## src/rtl/sync_up_count_mod.sv

```systemverilog
// Synchronous modulo-MOD up counter with enable, clear, clamped parallel load,
// terminal-count / carry outputs and a sticky overflow flag.
// Count sequence is 0..MOD-1. With SATURATE=0 the count wraps to 0, and with
// SATURATE=1 it holds at MOD-1. Either way, an enabled edge at MOD-1 sets ovf.
// Stages cascade by wiring co of the lower stage to en of the upper stage.
// Both tc and co are combinational, so the upper stage steps on the same edge
// on which the lower stage wraps.
// rst must be applied before use; no power-up value is assumed.

module sync_up_count_mod #(
    parameter int WIDTH    = 4,
    parameter int MOD      = 16,
    parameter bit SATURATE = 1'b0
) (
    input  logic             clk,
    input  logic             rst,
    input  logic             en,
    input  logic             clr,
    input  logic             load,
    input  logic [WIDTH-1:0] load_val,
    output logic [WIDTH-1:0] count,
    output logic             tc,
    output logic             co,
    output logic             ovf
);

    // Last value in the sequence. The explicit compare against it is the only
    // wrap mechanism, so MOD = 2**WIDTH never depends on natural rollover.
    localparam logic [WIDTH-1:0] MAX_VAL = WIDTH'(MOD - 1);
    localparam logic             WRAP    = ~SATURATE;

    logic             at_max;
    logic [WIDTH-1:0] load_clamped;
    logic [WIDTH-1:0] count_next;
    logic             ovf_next;

    assign at_max       = (count == MAX_VAL);
    assign load_clamped = (load_val > MAX_VAL) ? MAX_VAL : load_val;

    assign tc = at_max;
    assign co = at_max & en & WRAP;

    // Next-state selection. Priority is clr > load > en > hold; rst is applied in the register.
    always_comb begin
        count_next = count;
        ovf_next   = ovf;
        if (clr) begin
            count_next = '0;
            ovf_next   = 1'b0;
        end else if (load) begin
            count_next = load_clamped;
        end else if (en) begin
            if (at_max) begin
                ovf_next = 1'b1;
                if (WRAP) begin
                    count_next = '0;
                end
            end else begin
                count_next = count + WIDTH'(1);
            end
        end
    end

    // State register with synchronous active-high reset.
    always_ff @(posedge clk) begin
        if (rst) begin
            count <= '0;
            ovf   <= 1'b0;
        end else begin
            count <= count_next;
            ovf   <= ovf_next;
        end
    end

endmodule

```

## config.mk

```make
export PLATFORM = sky130hd
export DESIGN_NAME = sync_up_count_mod
export DESIGN_NICKNAME = d
export VERILOG_FILES = /design/src/rtl/sync_up_count_mod.sv
export SDC_FILE = /design/constraint.sdc
export NUM_CORES = 1
export LEC_CHECK = 0
export ABC_AREA = 1
export BUFFER_PORTS_ARGS = -buffer_cell sky130_fd_sc_hd__buf_4
export CAP_MARGIN = 20
export CORE_AREA = 4 4 41 43
export CTS_BUF_LIST = sky130_fd_sc_hd__clkbuf_2
export DETAILED_ROUTE_END_ITERATION = 7
export DIE_AREA = 0 0 45 47
export REMOVE_ABC_BUFFERS = 1
export SYNTH_ARGS = -nofsm -noshare
export SYNTH_HDL_FRONTEND = slang
export SYNTH_SLANG_ARGS = --single-unit
```

## constraint.sdc

```tcl
create_clock -name clk -period 3.6 [get_ports clk]
set_clock_uncertainty 0.15 [all_clocks]
set_input_delay 0.18 -clock clk [delete_from_list [all_inputs] [get_ports clk]]
set_output_delay 0.18 -clock clk [all_outputs]
set_load 0.05 [all_outputs]
```

Word level (Yosys, flattened, before mapping)

Index checks and enable logic that the tools add are counted.

Input port bits: 9
Flip-flop bits (word level): 5

$lt $le $gt $ge: 1
Bitwise operators: 2
Equal/unequal tests: 1
Muxes and demuxes: 4
Reductions and logical operators: 3
Add/sub/neg operators: 1

Operators with widths:

| operator                                                      | number |
|---|---|
| 4-bit 2-to-1 mux                                              | 4 |
| 4-bit by 1-bit adder with 4-bit output, second input constant | 1 |
| 4-bit == test, second input constant                          | 1 |
| 4-bit > comparator, second input constant                     | 1 |
| 3-bit AND reduction                                           | 1 |
| 2-bit nonzero test                                            | 1 |
| 2-bit OR reduction                                            | 1 |
| 1-bit bitwise AND                                             | 1 |
| 1-bit inverter                                                | 1 |

Logic depth before layout (Yosys ltp)

Depth after elaboration: 4
Depth in mapped cells: 6
Mapped depth without buffers: 6

Worst setup path after synthesis

No wires, ideal clock.

Path type: reg2out
Start: register count[0]
End: output port co
Path slack: 1.531 ns
Arrival: 1.739 ns
Buffers on the path: 0
Cell stages (with the launch flop): 4
Cells stage by stage: dfxtp_1 -> ha_1 -> nand3_1 -> nor2_1

Cells in the longest elaborated chain, start to end: 2

RTL lines:

| item                     | line | source |
|---|---|---|
| start: declaration       | 21   | `output logic [WIDTH-1:0] count,` |
| start signal: assignment | 70   | `count <= count_next;` |
| 4-bit == test            | 37   | `assign at_max = (count == MAX_VAL);` |
| 1-bit bitwise AND        | 41   | `assign co = at_max & en & WRAP;` |
| end: declaration         | 23   | `output logic co,` |

Every way passes these cells.

Worst setup path in the final report

Ends and elaborated chain as after synthesis.

==> impl_metrics.env <==
export IMPL_path_clk_slew_ps=60
export IMPL_timing_setup_tns_ps=0
export IMPL_cp_num_buf_inv=1
export IMPL_grt_max_degree=7
export IMPL_area_delta_synth_final_pct=55.3
export IMPL_cp_slowest_cell="dfxtp_1"
export IMPL_cts_tree="done"
export IMPL_antenna_cells=0
export IMPL_synth_compound_area_frac=0.128
export IMPL_cts_setup_buffers=0
export IMPL_fmax_ghz=0.607
export IMPL_final_setup_viol_count=0
export IMPL_clk_latency_ps=220
export IMPL_multi_input_area_sq_um=148
export IMPL_place_gp_congestion=0.795
export IMPL_die_x_microns=45
export IMPL_synth_xor_area_share=0.0320
export IMPL_cpPeakStageDelay_ps=420
export IMPL_holdCritPathClass="input port to register"
export IMPL_overflow=0
export IMPL_rr_worst_depth=5
export IMPL_ant_nets=0
export IMPL_rows=13
export IMPL_synth_warnings=0
export IMPL_yosys_area_share_adder=0.0457
export IMPL_crit_family="flip-flops"
export IMPL_critPathLaunchType="register"
export IMPL_nFillCells=155
export IMPL_vias_per_cell=4.37
export IMPL_cts_buffer_depth=2
export IMPL_cts_root_buffer="clkbuf_2"
export IMPL_slew_headroom=0.820
export IMPL_fp_dieArea_sq_um=2120
export IMPL_die_h_microns=47
export IMPL_drt_pass1_iter_count=3
export IMPL_seqCellArea_sq_um=100
export IMPL_grt_pass1_vias=329
export IMPL_grt_total_usage=0.0829
export IMPL_netlist_instances=42
export IMPL_nets=72
export IMPL_worst_pin_slew_ps=269
export IMPL_cts_sinks=5
export IMPL_power_density_nw_per_um2=329
export IMPL_drt_wl_total_microns=738
export IMPL_core_sq_um=1300
export IMPL_leakagePower_nw=0.231
export IMPL_critical_path_required_ps=3270
export IMPL_rsz0062_at_grt="false"
export IMPL_vias=332
export IMPL_path_depth=4
export IMPL_status="complete, no violations"
export IMPL_synth_avg_cell_area_sq_um=6.52
export IMPL_ys_seq_area_frac=0.365
export IMPL_fin_crit_sh=0.458
export IMPL_dp_hpwl_microns=608
export IMPL_cts_buffers=3
export IMPL_cts_resized=0
export IMPL_layout_drive_gt1_share=0.344
export IMPL_worstPathArrival_ps=1320
export IMPL_start_util=0.211
export IMPL_synth_seq_cells=5
export IMPL_slew_violations=0
export IMPL_stdcell_count=76
export IMPL_yosys_area_share_simple=0.333
export IMPL_maxCapViolations=0
export IMPL_antenna_found_initial=0
export IMPL_worstPathMaxFanout=6
export IMPL_synth_top_family_by_area="simple AND/OR/NAND/NOR gates"
export IMPL_htreeDepth=1
export IMPL_crit_chain="ha_1 > nand3_1 > nor2_1 > buf_4"
export IMPL_peakVddDrop_mv=0.0707
export IMPL_ys_types=15
export IMPL_synth_area_sq_um=274
export IMPL_grt_first_pass_wirelength_mm=1.21
export IMPL_portBuffers=15
export IMPL_hold_viol_final=0
export IMPL_critPathKind="register to output port"
export IMPL_io_pin_count=16
export IMPL_whs_path_depth=3
export IMPL_drt_iter0_markers=1
export IMPL_avgRoutedWirePerCell_microns=9.71
export IMPL_synthMuxAreaShare=0
export IMPL_hold_buffers=0
export IMPL_drc=0
export IMPL_dp_cells=72
export IMPL_min_period_ps=1650
export IMPL_end_kind="output port"
## final timing paths
check,from,endpoint,slack [ps]
worst max-delay path,count[0],co,1950
worst min-delay path,load_val[2],count[2],70
worst max register to register,count[0],count[0],2290
worst min register to register,ovf,ovf,360
## layout make-up
cell class | instances | share of cell area
clock buffer | 4 | 0.0471
inverter | 7 | 0.0618
multi-input combinational | 30 | 0.347
sequential | 5 | 0.235
tap | 15 | 0.0441
timing repair buffer | 15 | 0.265
## synthesized netlist by cell type
cell      instances  area (sq um)
nand3_1           3          15.0
inv_2             1          3.75
clkinv_1          1          3.75
dfxtp_1           5           100
o21ai_1           1          5.00
nor2_2            1          6.26
nand2_1          12          45.0
nand4_1           1          6.26
a22oi_1           1          7.51
o21a_1            1          7.51
a21oi_1           3          15.0
nor2_1            5          18.8
ha_1              1          12.5
xor2_1            1          8.76
inv_1             5          18.8
## cells in the final DEF, fill, tap and decap left out
master    instances
clkinv_1          1
o21ai_1           1
nand3_1           3
clkbuf_2          4
nand4_1           1
dfxtp_1           5
nor2_2            1
xor2_1            1
buf_4            15
o21a_1            1
nor2_1            5
ha_1              1
inv_2             1
inv_1             5
nand2_1          12
a21oi_1           3
a22oi_1           1
## worst register-to-register path, cell delays in order, from the launching register on
cell and delay, ps:
dfxtp_1 420, ha_1 200, nand3_1 120, nand2_1 110, nor2_1 40, o21a_1 160
## stage by stage
| step | total power, mW | hold WS [ps] | worst slack, ps | util | cell area (sq um) |
|---|---|---|---|---|---|
| 2_1_floorplan | 0.0744 | 184 | 1530 | - | 274 |
| 3_3_place_gp | 0.0868 | 301 | 2240 | 0.312 | 405 |
| 3_5_place_dp | 0.0869 | 301 | 2210 | 0.312 | 405 |
| 4_1_cts | 0.141 | 67.7 | 1950 | 0.327 | 425 |
| 5_1_grt | 0.146 | 85.8 | 1840 | 0.327 | 425 |
| 6_report | 0.140 | 67.4 | 1950 | 0.327 | 425 |
## report_power, final
| part | switching [mW] | leakage [nW] | internal (mW) |
|---|---|---|---|
| Clock | 0.0250 | 0.0166 | 0.0294 |
| Combinational | 0.0146 | 0.174 | 0.0114 |
| Sequential | 0.00235 | 0.0407 | 0.0571 |
## state kept, by name (all words and copies together) (netlist names)
| name | flops |
|---|---|
| count | 4 |
| ovf | 1 |
## per-layer routing
layer,global-route usage,share of wire,up-vias
met5,0,0,-
met4,0.0702,0.037,0
met3,0.0383,0.088,5
met2,0.127,0.46,12
met1,0.0862,0.41,144
li1,-,-,171
## kinds of logic after synthesis
group           Yosys count
fa+ha+maj                 1
compound gates            6
simple gates             22
flops                     5
buf+inv                   7
xor+xnor                  1
(Power assumes the default switching activity.)
